[src/rtl/audio_pcm_feeder.sv]
// Purpose: buffers producer PCM samples in a small FIFO and hands one to the sigma-delta DAC every CLK_DIV clocks.
// Latency: a stored sample reaches pcm on the first sample_tick edge after it is written (earliest: the next edge).
// Backpressure: in_ready drops while the FIFO is full or reset is held; the producer holds in_valid/in_data until accepted.
//
// Ports:
//   clk, rst          single clock; asynchronous active-low reset, released synchronously
//   enable            1 = sample clock runs; 0 = pcm forced to midscale, no pops (pushes still accepted)
//   in_data/in_valid  two's-complement sample from the producer; in_ready = FIFO has room
//   clr_underrun      synchronous clear of the sticky underrun flag (an underrun on the same edge wins)
//   pcm               registered offset-binary sample to the DAC
//   sample_tick       one-cycle pulse marking each sample period
//   underrun          sticky: a tick found the FIFO empty
//   level             FIFO occupancy, 0..2^FIFO_LOG2
module audio_pcm_feeder #(
  parameter int BITDEPTH  = 14,
  parameter int FIFO_LOG2 = 4,
  parameter int CLK_DIV   = 1000
) (
  input  logic                 clk,
  input  logic                 rst,
  input  logic                 enable,
  input  logic [BITDEPTH-1:0]  in_data,
  input  logic                 in_valid,
  output logic                 in_ready,
  input  logic                 clr_underrun,
  output logic [BITDEPTH-1:0]  pcm,
  output logic                 sample_tick,
  output logic                 underrun,
  output logic [FIFO_LOG2:0]   level
);

  localparam int                 DEPTH    = 1 << FIFO_LOG2;
  localparam logic [BITDEPTH-1:0] MIDSCALE = {1'b1, {(BITDEPTH-1){1'b0}}};
  localparam logic [15:0]        DIV_LAST = 16'(CLK_DIV - 1);
  localparam logic [FIFO_LOG2:0] FULL     = (FIFO_LOG2+1)'(DEPTH);

  logic [15:0]          div_cnt;
  logic [FIFO_LOG2-1:0] wr_ptr;
  logic [FIFO_LOG2-1:0] rd_ptr;
  logic [BITDEPTH-1:0]  mem [DEPTH];
  logic [BITDEPTH-1:0]  head;
  logic                 push;
  logic                 pop;
  logic                 starve;

  // Sample-period divider: free-runs 0..CLK_DIV-1 while enabled, parked at 0
  // otherwise so the first tick after enabling lands a full period later.
  always_ff @(posedge clk or negedge rst) begin
    if (!rst) begin
      div_cnt <= '0;
    end else if (!enable || div_cnt == DIV_LAST) begin
      div_cnt <= '0;
    end else begin
      div_cnt <= div_cnt + 16'd1;
    end
  end

  // rst gating keeps tick and ready low for the whole time reset is held,
  // not just from the next edge.
  assign sample_tick = rst & enable & (div_cnt == DIV_LAST);
  assign in_ready    = rst & (level != FULL);

  // Pop decision looks only at the pre-edge level: a sample arriving on the
  // same edge as a tick on an empty FIFO is stored, never bypassed.
  assign push   = in_valid & in_ready;
  assign pop    = sample_tick & (level != '0);
  assign starve = sample_tick & (level == '0);
  assign head   = mem[rd_ptr];

  // Storage carries no reset; validity is tracked entirely by the pointers/level.
  always_ff @(posedge clk) begin
    if (push) begin
      mem[wr_ptr] <= in_data;
    end
  end

  // Pointers wrap naturally at FIFO_LOG2 bits; level carries the extra bit
  // that distinguishes full from empty.
  always_ff @(posedge clk or negedge rst) begin
    if (!rst) begin
      wr_ptr <= '0;
      rd_ptr <= '0;
      level  <= '0;
    end else begin
      if (push) begin
        wr_ptr <= wr_ptr + 1'b1;
      end
      if (pop) begin
        rd_ptr <= rd_ptr + 1'b1;
      end
      if (push && !pop) begin
        level <= level + 1'b1;
      end else if (pop && !push) begin
        level <= level - 1'b1;
      end
    end
  end

  // Inverting the MSB maps two's complement onto offset binary for the DAC.
  always_ff @(posedge clk or negedge rst) begin
    if (!rst) begin
      pcm <= MIDSCALE;
    end else if (!enable) begin
      pcm <= MIDSCALE;
    end else if (pop) begin
      pcm <= {~head[BITDEPTH-1], head[BITDEPTH-2:0]};
    end
  end

  // Set has priority over clear so an underrun coinciding with a clear is not lost.
  always_ff @(posedge clk or negedge rst) begin
    if (!rst) begin
      underrun <= 1'b0;
    end else if (starve) begin
      underrun <= 1'b1;
    end else if (clr_underrun) begin
      underrun <= 1'b0;
    end
  end

endmodule
[config.mk]
export PLATFORM = sky130hd
export DESIGN_NAME = audio_pcm_feeder
export DESIGN_NICKNAME = d
export VERILOG_FILES = /design/src/rtl/audio_pcm_feeder.sv
export SDC_FILE = /design/constraint.sdc
export NUM_CORES = 1
export LEC_CHECK = 0
export BUFFER_PORTS_ARGS = -buffer_cell sky130_fd_sc_hd__buf_2
export CORE_MARGIN = 1.5
export CORE_UTILIZATION = 55
export CTS_CLUSTER_SIZE = 24
export DETAILED_ROUTE_END_ITERATION = 16
export GPL_TIMING_DRIVEN = 0
export HOLD_SLACK_MARGIN = 0.12
export PLACE_DENSITY_LB_ADDON = 0.2
export SYNTH_ARGS = -nofsm -noshare
export SYNTH_HDL_FRONTEND = slang
export SYNTH_SLANG_ARGS = --single-unit
[constraint.sdc]
create_clock -name clk -period 3.83 [get_ports clk]
set_clock_uncertainty 0.2 [all_clocks]
set_input_delay 0.1915 -clock clk [delete_from_list [all_inputs] [get_ports clk]]
set_output_delay 0.1915 -clock clk [all_outputs]
set_load 0.02 [all_outputs]
==> out/metrics.cfg, run 1 <==
[setup_path]
crit_chain=dlygate4sd3_1, dlygate4sd3_1, clkbuf_4, nand2_1, nor4_1, nand2_1, ha_1, inv_1, ha_1, a21o_1, a21oi_1, xnor2_1, nor2_1, xor2_1
path_class=input pin to flop
worstSetupStartpoint=rst
crit_path_end_kind=flop
crit_slowest_cell=dlygate4sd3_1
critPathLaunchType=input pin
crit-reg2reg-launch=div_cnt[0]$_DFF_PN0_
critPathArrivalTime_ps=3690
crit_fanout=11
cp_data_required_time_ps=4050
slowest_delay_ps=540
critPathTopFamily=buffers and inverters
critPathBufInv=4

[power_and_ir_drop]
p_per_area_nw_per_um2=536
peakVddDrop_mv=0.379
p_leak_nw=4.18
finalPower_mw=6.49

[detailed_routing]
drc=0
dr_total_vias=5452
first_pass_iters=5
met3_wirelength_microns=1250
wl_met2_microns=10600
vias_per_cell=6.11
wl_met1_microns=9270
dr.first_iter.drc_count=372
top_layer=met4
wl_microns=21500
ant_nets=0
wl_per_cell_microns=24.1

[cts]
clockBufferDepth=3
cts_tree=done
cts_buffers=27
postCtsSetupBuffers=0
insertion_delay_ps=530
cts.clk_slew.worst_paths_ps=60
cts_sinks=268
cts_max_level=1
cts_root_buf=clkbuf_16

[global_routing]
antenna_found_initial=0
grt_usage=0.223
grt_pass1_vias=5606
grt_max_degree=47
grt_overflow=0
grt_first_pass_wirelength_microns=32500

[placement]
gp_congestion=0.806
dp_hpwl_microns=13400
port_buffers=40
pre_cts_slack_ps=210
placed_cells=823

[logic_synthesis]
syn-num-nets=579
ys_types=44
yosys_warnings=0
syn_avg_cell_area_sq_um=19.3
ys_ff_latch=268
synthesis.area_sq_um=10600
ys_seq_area_frac=0.741
netlist_instances=549

[die]
initial_core_util=0.563
die_x_microns=142
dieHeight_microns=142
fp-row-count=50
dieArea_sq_um=20100
pin_count=41
core_area_sq_um=18800

[cells_and_area]
fin_util=0.645
area_growth_pct=14.5
fin_nets=669
final_cells=892
diodes=0
drive_above_1_share=0.228

[sta]
post-route-min-period_ps=3470
tns_ps=0
fin_crit_sh=0.906
maxSlewHeadroom=0.409
max_freq_ghz=0.288
setup_viol=0
layout_setup_ws_ps=360
hold_viol_final=0
tightest_slew_ps=887
rsz0062_at_grt=false
slew_viol_final=0

[hold_path]
hold_path.startpoint=div_cnt[0]$_DFF_PN0_
hold_path_class=flop to flop

[run_status]
outcome=finished, final reports clean

[flow_run]
cap_viol_max_count=0

[flip-flops by register name, indices dropped and copies added, names as in the netlist]
name and flops:
div_cnt 16, rd_ptr 4, mem 224, wr_ptr 4, level 5, pcm 14
underrun 1
[worst paths after layout]
path | end | cells after the start | slack (ps)
min reg2reg | div_cnt[0]$_DFF_PN0_ | 1 | 300
max in group asynchronous | pcm[7]$_DFFE_PN0P_ | 4 | 2550
max reg2reg | level[4]$_DFFE_PN0P_ | 12 | 570
min in group asynchronous | rd_ptr[3]$_DFFE_PN0P_ | 3 | 430
max | level[4]$_DFFE_PN0P_ | 14 | 360
min | div_cnt[0]$_DFF_PN0_ | 1 | 300
[area by class of cell]
type	count	area, sq um
inverter	8	30.0
clock buffer	33	698
tap	234	293
fill	1261	6660
clock inverter	15	121
multi-input combinational	247	2570
buffer	26	140
sequential	268	7830
timing repair buffer	61	423
[Yosys cell counts, drive strengths merged]
library cell  count  share of area
edfxtp          224           0.64
mux4             56           0.12
dfrtp            43           0.10
nor2             23         0.0089
nand3            19         0.0090
o21ai            18         0.0085
and2             17          0.010
buf              15         0.0094
nand2            14         0.0050
xnor2            14          0.012
a221oi           13          0.011
a22o             13          0.011
clkbuf           11         0.0039
xor2             11         0.0091
ha               10          0.012
inv               8         0.0028
nand4             6         0.0041
and3              4         0.0024
nor2b             4         0.0024
nor3              4         0.0024
nor4              3         0.0018
a211oi            2         0.0014
a21o              2         0.0014
a21oi             2        0.00095
mux2              2         0.0021
nor3b             2         0.0014
a21boi            1        0.00071
a31oi             1        0.00059
and2b             1        0.00071
dfstp             1         0.0025
fa                1         0.0019
mux2i             1        0.00095
nand2b            1        0.00059
nand3b            1         0.0019
or4               1        0.00071
[power breakdown]
| group | total, mW | switching [mW] | internal [mW] |
|---|---|---|---|
| logic | 0.613 | 0.364 | 0.249 |
| clock network | 2.44 | 1.02 | 1.42 |
| registers | 3.43 | 0.0902 | 3.34 |
[logic make-up after synthesis]
kind of cell	count (synthesis)	synth area share
AOI/OAI and AO/OA	52	0.0352
xor gates and xnor gates	25	0.0207
adders and majority gates	11	0.0137
buffers and inverters	34	0.0161
DFF	268	0.741
muxes	59	0.122
and+or+nand+nor	100	0.0513
[layer usage]
layer / up-vias / GRT usage
li1: 2376 / -
met2: 192 / 0.370
met1: 2854 / 0.315
met3: 30 / 0.0371
met4: 0 / 0.0510
met5: - / 0
[per-stage QoR]
step	cell area (sq um)	hold slack (ps)
4_1_cts	12100	221
6_report	12100	302
5_1_grt	12100	313
3_5_place_dp	11100	201
3_3_place_gp	11100	193
2_1_floorplan	10600	-304
[what timing repair did]
| item | 4_1_cts | 5_1_grt |
|---|---|---|
| setup endpoints to repair | 0 | 2 |
| hold buffers | 19 | 2 |
| endpoints found under the hold margin | 292 | 36 |
| gates resized for setup | 0 | 1 |
[cells in the final DEF, fill, tap and decap left out, drive strengths merged, types with 2 or more instances in the layout]
cell type / instances
nor4: 3
and2: 17
nor3: 4
bufinv: 2
mux4: 56
dfrtp: 43
clkbuf: 45
o21ai: 18
and3: 4
ha: 10
nor2b: 4
a221oi: 13
mux2: 2
buf: 55
xor2: 11
a21oi: 2
inv: 9
xnor2: 14
clkinv: 11
nand3: 19
nor2: 23
a21o: 2
nand2: 14
nor3b: 2
a22o: 13
nand4: 6
dlygate4sd3: 20
edfxtp: 224
a211oi: 2
Power figures use the tool's default switching activity.
==> run 2, diff against run 1 <==
--- a/constraint.sdc
+++ b/constraint.sdc
@@ -4,2 +4,2 @@
 set_output_delay 0.1915 -clock clk [all_outputs]
-set_load 0.02 [all_outputs]
+set_load 0.1 [all_outputs]
==> run 2 against run 1 <==
Register-to-register slack got worse by 50 ps. Cell count increased by 0.22%. Clock power increased by 8%. Final area increased by 0.68%. Non-clock buffer count decreased by 2. Critical endpoint unchanged. Largest cell class unchanged.
==> out/metrics.cfg, run 2 (synthesis results as in run 1) <==
[power_and_ir_drop]
peakVddDrop_mv=0.336
p_per_area_nw_per_um2=563
p_leak_nw=4.21
finalPower_mw=6.86

[sta]
tightest_slew_ps=1070
hold_viol_final=0
post-route-min-period_ps=3440
rsz0062_at_grt=false
tns_ps=0
slew_viol_final=0
setup_viol=0
max_freq_ghz=0.291
layout_setup_ws_ps=391
maxSlewHeadroom=0.288
fin_crit_sh=0.898

[cells_and_area]
multiInputGateArea_sq_um=2600
diodes=0
layout_commonest_cell=edfxtp_1
fill_cells=1266
area_growth_pct=15.3
fin_nets=668
seq_area_sq_um=7830
regMostFlops=mem
reg_top3=mem x224, div_cnt x16, pcm x14
design_area_sq_um=12200
largest_reg_flops=224
final_cell_mix=edfxtp_1, mux4_2, buf_2, dfrtp_1, clkbuf_16
fin_util=0.649
drive_above_1_share=0.244

[cts]
clockBufferDepth=3
insertion_delay_ps=540
cts.clk_slew.worst_paths_ps=60
cts_sinks=268
cts_root_buf=clkbuf_16
cts_tree=done
cts_resized=0
postCtsSetupBuffers=0
cts_max_level=1
cts_buffers=28

[global_routing]
grt_usage=0.223
grt_first_pass_wirelength_microns=32500
grt_max_degree=47
antenna_found_initial=0
grt_pass1_vias=5464
grt_overflow=0

[detailed_routing]
dr.first_iter.drc_count=440
wl_microns=21600
drc=0
ant_nets=0
first_pass_iters=5
vias_per_cell=6.11
wl_per_cell_microns=24.2
dr_total_vias=5464

[die]
core_area_sq_um=18800
initial_core_util=0.563
pin_count=41
dieHeight_microns=142
dieArea_sq_um=20100
fp-row-count=50
die_x_microns=142

[setup_path]
ff2ff_path_depth=12
critPathLaunchType=input pin
path_class=input pin to flop
critPathArrivalTime_ps=3660
crit_fanout=46
cp_data_required_time_ps=4050
crit_path_end_kind=flop

[placement]
pre_cts_slack_ps=332
dpl_cell_area_sq_um=11100
port_buffers=40
dp_hpwl_microns=13200
gp_congestion=0.792

[hold_path]
hold_path_class=input pin to async pin

[run_status]
outcome=finished, final reports clean

[flow_run]
cap_viol_max_count=0

-- run 2: cell types whose count changed in the layout (fill, tap and decap cells not counted), sizes merged --
| cell | change |
|---|---|
| inv | -1 |
| clkinv | +4 |
| clkbuf | -1 |
| dlygate4sd3 | -1 |
| bufinv | +1 |
-- run 2: power breakdown --
group / switching (mW) / leakage [nW] / internal, mW
clock network: 1.07 / 0.442 / 1.56
logic: 0.539 / 1.16 / 0.247
registers: 0.0931 / 2.60 / 3.35
-- run 2: worst max-delay path: stages --
cell and delay [ps]:
dlygate4sd3_1 510, buf_2 810, a21boi_4 320, nand2_1 150, inv_2 150, ha_1 200
inv_1 110, fa_1 430, a21o_1 210, a21oi_1 190, xnor2_1 140, nor2_1 70
xor2_1 150
-- run 2: final timing paths --
kind                                            from                   end  slack, ps
worst min-delay path                             rst  level[4]$_DFFE_PN0P_        180
max in group asynchronous                        rst  level[3]$_DFFE_PN0P_       2530
worst max register to register  level[1]$_DFFE_PN0P_  level[4]$_DFFE_PN0P_        520
min in group clk                div_cnt[0]$_DFF_PN0_  div_cnt[0]$_DFF_PN0_        290
worst max-delay path                             rst  level[4]$_DFFE_PN0P_        390
worst min register to register  div_cnt[0]$_DFF_PN0_  div_cnt[0]$_DFF_PN0_        290
-- run 2: timing repair --
| action | 4_1_cts | 5_1_grt |
|---|---|---|
| endpoints found under the setup margin | 0 | 0 |
| hold buffers | 19 | 0 |
| endpoints found under the hold margin | 285 | 0 |
-- run 2: metal layers --
layer,global-route usage,vias up,routed length [microns]
met5,0,-,0
met2,0.360,208,10500
li1,-,2383,-
met1,0.328,2843,9080
met4,0.0505,0,322
met3,0.0364,30,1670
-- run 2: cell type report --
| type | count | share of cell area |
|---|---|---|
| well taps | 234 | 0.0240 |
| clock inverters | 19 | 0.0143 |
| inverters | 8 | 0.00246 |
| repair buffers | 59 | 0.0320 |
| plain buffers | 26 | 0.0115 |
| clock buffers | 33 | 0.0599 |
| multi-input cells | 247 | 0.213 |
| flip-flops and latches | 268 | 0.643 |
-- run 2: per-stage QoR --
step                std cells  hold slack (ps)
detailed placement        823              190
floorplan                 549             -304
CTS                       894              217
global route              894              282
global placement          823              181
finish                    894              184
